[src/rtl/pool_window_gen.sv]
// rtl/pool_window_gen.sv - streaming 2x2 stride-2 window former with one-row line buffer
module pool_window_gen #(
    parameter int DATA_W = 16,
    parameter int IMG_W  = 28,
    parameter int IMG_H  = 28,
    localparam int OCW   = (IMG_W / 2 > 1) ? $clog2(IMG_W / 2) : 1,
    localparam int ORW   = (IMG_H / 2 > 1) ? $clog2(IMG_H / 2) : 1
) (
    input  logic              clk,
    input  logic              rst,
    input  logic [DATA_W-1:0] in_data,
    input  logic              in_valid,
    output logic              in_ready,
    output logic [DATA_W-1:0] out_a,
    output logic [DATA_W-1:0] out_b,
    output logic [DATA_W-1:0] out_c,
    output logic [DATA_W-1:0] out_d,
    output logic [ORW-1:0]    out_row,
    output logic [OCW-1:0]    out_col,
    output logic              out_valid,
    input  logic              out_ready,
    output logic              out_last
);

    localparam int CW = (IMG_W > 1) ? $clog2(IMG_W) : 1;
    localparam int RW = (IMG_H > 1) ? $clog2(IMG_H) : 1;

    if (IMG_W < 2 || (IMG_W % 2) != 0) begin : g_bad_img_w
        $error("pool_window_gen: IMG_W must be even and >= 2");
    end
    if (IMG_H < 2 || (IMG_H % 2) != 0) begin : g_bad_img_h
        $error("pool_window_gen: IMG_H must be even and >= 2");
    end

    logic [CW-1:0]     col_cnt;
    logic [RW-1:0]     row_cnt;
    logic [DATA_W-1:0] line_buf [IMG_W];
    logic [DATA_W-1:0] hold_reg;
    logic              accept;
    logic              col_last;
    logic              row_last;
    logic              form;
    logic [CW-1:0]     col_prev;

    assign in_ready = !out_valid || out_ready;
    assign accept   = in_valid && in_ready;
    assign col_last = (col_cnt == CW'(IMG_W - 1));
    assign row_last = (row_cnt == RW'(IMG_H - 1));
    // A window completes on the odd-row, odd-column pixel (its d tap).
    assign form     = accept && row_cnt[0] && col_cnt[0];
    assign col_prev = col_cnt - CW'(1);

    always_ff @(posedge clk) begin
        if (accept && !row_cnt[0]) begin
            line_buf[col_cnt] <= in_data;
        end
        if (accept && row_cnt[0] && !col_cnt[0]) begin
            hold_reg <= in_data;
        end
    end

    always_ff @(posedge clk) begin
        if (rst) begin
            col_cnt   <= '0;
            row_cnt   <= '0;
            out_valid <= 1'b0;
            out_last  <= 1'b0;
            out_a     <= '0;
            out_b     <= '0;
            out_c     <= '0;
            out_d     <= '0;
            out_row   <= '0;
            out_col   <= '0;
        end else begin
            if (accept) begin
                if (col_last) begin
                    col_cnt <= '0;
                    row_cnt <= row_last ? '0 : row_cnt + RW'(1);
                end else begin
                    col_cnt <= col_cnt + CW'(1);
                end
            end
            // A new window overwrites the register even while the old one drains.
            if (form) begin
                out_a     <= line_buf[col_prev];
                out_b     <= line_buf[col_cnt];
                out_c     <= hold_reg;
                out_d     <= in_data;
                out_row   <= ORW'(row_cnt >> 1);
                out_col   <= OCW'(col_cnt >> 1);
                out_last  <= row_last && col_last;
                out_valid <= 1'b1;
            end else if (out_ready) begin
                out_valid <= 1'b0;
            end
        end
    end

endmodule

[config.mk]
export PLATFORM = sky130hd
export DESIGN_NAME = pool_window_gen
export DESIGN_NICKNAME = d
export VERILOG_FILES = /design/src/rtl/pool_window_gen.sv
export SDC_FILE = /design/constraint.sdc
export NUM_CORES = 1
export LEC_CHECK = 0
export BUFFER_PORTS_ARGS = -buffer_cell sky130_fd_sc_hd__buf_2
export CORE_ASPECT_RATIO = 0.9
export CORE_MARGIN = 2
export CORE_UTILIZATION = 65
export CTS_CLUSTER_DIAMETER = 120
export DETAILED_ROUTE_END_ITERATION = 7
export PLACE_DENSITY = 0.83
export SETUP_SLACK_MARGIN = 0.3
export SLEW_MARGIN = 25
export SYNTH_ARGS = -nofsm -noshare
export SYNTH_HDL_FRONTEND = slang
export SYNTH_SLANG_ARGS = --single-unit
[constraint.sdc]
create_clock -name clk -period 6.9 [get_ports clk]
set_input_delay 1.725 -clock clk [delete_from_list [all_inputs] [get_ports clk]]
set_output_delay 1.725 -clock clk [all_outputs]
set_load 0.05 [all_outputs]
* Word-level counts from Yosys, hierarchy flattened
Memory sizes are Yosys's and may differ from the RTL's. A register that Yosys moved wholly into a read port is not among the register bits.
Cells that the tools add are included.
** Word-level totals
- Memories :: 1
- Bits of input ports :: 20
- Memory bits (writable) :: 448
- Word-level logic and storage cells :: 33
- Output and inout bits :: 75
- Register bits after elaboration :: 68
** Memory list
- line_buf :: depth 28, width 16, rd ports 2, clocked after Yosys merged registers in 2, wr ports 1, RTL line 37 : logic [DATA_W-1:0] line_buf [IMG_W];
** Cells by class
- $add $sub $neg :: 3
- Equality and inequality tests :: 2
- Reduce and logical (&&, ||, !) cells :: 12
- Mux-type cells :: 6
** Operators by type and width (count)
- $add 5x1->5 const B :: 2
- $eq 5x5->1 const B :: 2
- $mux 5 :: 2
- $logic_and 1x1->1 :: 6
- $sub 5x1->5 const B :: 1
- $mux 1 :: 4
- $logic_not 1->1 :: 3
- $reduce_and 2->1 :: 1
- $reduce_bool 2->1 :: 1
- $logic_or 1x1->1 :: 1

* Depth between registers and ports, before layout
- Depth after elaboration :: 6
- Mapped depth :: 14
- Mapped depth without buffers :: 7

* Least setup slack after synthesis
No wires, ideal clock.
- Kind :: input -> register
- From :: input port out_ready
- To :: memory line_buf[6][0], enable pin
- Path buffers :: 1
- Required time :: 6491 ps
- Setup slack :: 2953 ps
- Stages on the path :: 5
- Arrival time :: 3538 ps
- Path through :: nor2b_4 > buf_6 > nor3_1 > nand2_1 > nor3_1
** Between the ends
- Cells in the longest elaborated chain, start to end :: 5
** RTL lines
- start: declaration :: RTL line 21 : input logic out_ready,
- $logic_or 1x1->1 :: RTL line 45 : assign in_ready = !out_valid || out_ready;
- $logic_and 1x1->1 :: RTL line 46 : assign accept = in_valid && in_ready;
- $logic_and 1x1->1 :: RTL line 54 : if (accept && !row_cnt[0]) begin
- $mux 1 :: RTL line 54
- $mux 1 (not written as such) :: RTL line 55 : line_buf[col_cnt] <= in_data;
- end: declaration :: RTL line 37
No other way between the ends.

* Worst setup path after layout
- From :: input port out_ready
- To :: output port in_ready
** Between the ends
- Cells in the longest elaborated chain, start to end :: 1
** RTL lines
- $logic_or 1x1->1 :: RTL line 45
- end: declaration :: RTL line 13 : output logic in_ready,
No other way between the ends.

==> results.toml <==
[outcome]
status = "completed"

[logic_synthesis]
seq_area_frac_synth = 0.652
synthCells = 1524
syn_area_per_cell_um2 = 15.7
ys_ff_latch = 548
ys_warn_count = 0
synth_ff_type = "edfxtp_1"
syn_area_mm2 = 0.0239
synth_edf_count = 464
synth-async-reset-ratio = 0
yosysUniqueCellTypes = 51
synth_nets = 1549

[layout]
largest_reg_flops = 448
largest-register = "line_buf"
seq_area_mm2 = 0.0156
n_fill_cell = 2081
multi_input_area_mm2 = 0.00778
nets = 1621
instances_no_fill = 2115
fin_util = 0.729
drive_gt1_frac = 0.245
syn2layout_area_growth_pct = 10.4

[clock_tree]
clock_path_buffers = 3
cts_made_buffers = 52
cts_hold_buffers = 0
clock-sinks = 548
htreeDepth = 2
postCtsResizedCells = 0
clk_latency_ns = 0.59
clkTransAtPathRegs_ns = 0.06
cts_setup_buffers = 0
cts_tree = "built"
cts-root-buf = "clkbuf_16"

[flow_run]
maxCapViolCount = 0

[die]
die_width_um = 206
start_util = 0.660
die_area_mm2 = 0.0384
dieHeight_um = 186
core_area_mm2 = 0.0363
num_rows = 66
num_io_pins = 95

[critical_path]
startpoint_type = "input pin"
end_kind = "output port"
worst_ep_arrival_time_ns = 2.35
critPathMaxFanout = 7
r2r_setup_slack_ns = 2.92
crit_type = "in2out"
required_ns = 5.18

[global_route]
grt_max_degree = 94
overflow = 0
antenna_found_initial = 2
grt_pass1_wl_um = 94500
grt_use_total = 0.346
grt_pass1_vias = 14667

[sta]
max_slew_margin = 0.268
slew_viol_final = 0
rsz0062_at_grt = "no"
hold_viol_final = 0
tightestPinTransition_ns = 1.10
clock-skew-final_ns = 0.0136
hold_ws_ns = 0.451
finalSetupViolCount = 0
fin_setup_tns_ns = 0
finalCriticalPeriod_ns = 4.08
fmax_mhz = 245
fin_crit_sh = 0.591

[power_and_ir_drop]
p_clk_frac = 0.381
power_frac_comb = 0.112
p_sw_frac = 0.237
cellPowerDensity_mw_per_mm2 = 271
peakVddDrop_v = 0.000260
pwr-share-seq = 0.507
leakagePower_nw = 8.48
p_sw_mw = 1.70
p_int_mw = 5.46

[drt]
drt-pass1-iter-count = 8
via_per_inst = 7.21
ant_nets = 0
drc = 0
wire_per_inst_um = 30.6
num_vias = 15239
totalWireLength_um = 64700
drt_iter0_markers = 2524

[place]
dp_hpwl_um = 37700
numPortBuffers = 94
dp_cells = 2017
place_congestion = 0.872

[hold_path]
holdCritPathClass = "reg2reg"
[worst paths after layout]
path	cells after the start	end	startpoint
hold / removal	2	out_col[0]	out_col[0]
setup reg to reg	5	line_buf[15][1]	col_cnt[2]
setup / recovery	4	in_ready	out_ready
hold reg to reg	2	out_col[0]	out_col[0]
[Yosys cell counts (3+ instances only)]
library cell / count / area (um2)
a2111oi_0: 5 / 43.8
a211oi_1: 6 / 45.0
a21o_1: 6 / 45.0
a21oi_1: 74 / 370
a221oi_1: 6 / 52.6
a22oi_1: 13 / 97.6
a311o_1: 16 / 160
a311oi_1: 17 / 149
a32oi_1: 20 / 175
and2_1: 4 / 25.0
buf_1: 4 / 15.0
buf_2: 25 / 125
buf_4: 20 / 150
buf_6: 15 / 169
clkbuf_1: 46 / 173
dfxtp_1: 84 / 1680
edfxtp_1: 464 / 13900
ha_1: 5 / 62.6
inv_1: 5 / 18.8
mux2_2: 15 / 169
mux2i_1: 64 / 641
mux4_2: 160 / 3600
nand2_1: 241 / 905
nand2b_1: 7 / 43.8
nand3_1: 38 / 190
nand3b_1: 3 / 22.5
nand4_1: 15 / 93.8
nor2_1: 87 / 327
nor2b_1: 5 / 31.3
nor3_1: 11 / 55.1
nor4_1: 5 / 31.3
o2111ai_1: 5 / 43.8
o22a_1: 6 / 52.6
or3_1: 4 / 25.0
xnor2_1: 4 / 35.0
[cells in the final DEF (no fill, tap or decap), types with 6 or more instances in the layout]
cell type,n
a211oi_1,6
a21o_1,6
a21oi_1,74
a221oi_1,6
a22oi_1,13
a311o_1,16
a311oi_1,17
a32oi_1,20
buf_2,93
buf_4,31
clkbuf_1,11
clkbuf_16,53
clkbuf_8,6
clkinv_1,17
clkinv_2,7
dfxtp_1,81
edfxtp_1,464
mux2_2,15
mux2i_1,64
mux4_2,160
nand2_1,241
nand2b_1,7
nand3_1,38
nand4_1,15
nor2_1,76
nor2_2,7
nor3_1,7
o22a_1,6
[logic make-up (layout without fill, tap and decap cells)]
| group | after synthesis | after routing | synth area share |
|---|---|---|---|
| compound gates | 179 | 179 | 0.0533 |
| xor+xnor | 6 | 6 | 0.00251 |
| fa+ha+maj | 5 | 5 | 0.00261 |
| buf+inv | 117 | 231 | 0.0277 |
| flops | 548 | 548 | 0.652 |
| mux | 239 | 239 | 0.184 |
| other cells | 0 | 1 | 0 |
| simple gates | 430 | 430 | 0.0770 |
[critical path, stage by stage]
cell	delay [ns]
buf_2	0.11
nor2b_4	0.21
inv_1	0.08
buf_2	0.22
[power groups by stage]
stage                     combinational (mW)  sequential (mW)  clock, mW
after detailed placement               0.772             3.70          0
after global routing                   0.833             3.63       2.87
final                                  0.802             3.63       2.73
after CTS                              0.782             3.63       2.74
after floorplan                        0.556             3.68          0
after global placement                 0.753             3.70          0
[stage by stage]
step                      power [mW]  setup slack [ns]  cell area, um2
after floorplan                 4.24              2.95           23900
after global placement          4.45              2.67           24700
after detailed placement        4.47              2.66           24800
after CTS                       7.15              2.82           26400
after global routing            7.33              2.79           26400
final                           7.16              2.82           26400
[per-layer routing]
| layer | track usage | up-vias | part of all wire |
|---|---|---|---|
| met4 | 0.158 | 4 | 0.051 |
| met2 | 0.533 | 1307 | 0.46 |
| met5 | 0.0132 | - | 0.0012 |
| met1 | 0.468 | 7538 | 0.35 |
| met3 | 0.0937 | 218 | 0.14 |
| li1 | - | 6172 | - |
[cell type report]
| cell class | instances | share of cell area |
|---|---|---|
| clock buffers | 70 | 0.0549 |
| multi-input cells | 859 | 0.295 |
| diodes | 1 | 0.0000947 |
| inverters | 6 | 0.000852 |
| repair buffers | 129 | 0.0295 |
| well taps | 476 | 0.0225 |
| clock inverters | 26 | 0.00620 |
| flip-flops and latches | 548 | 0.591 |
No activity file was read; power rests on OpenSTA's default activity.
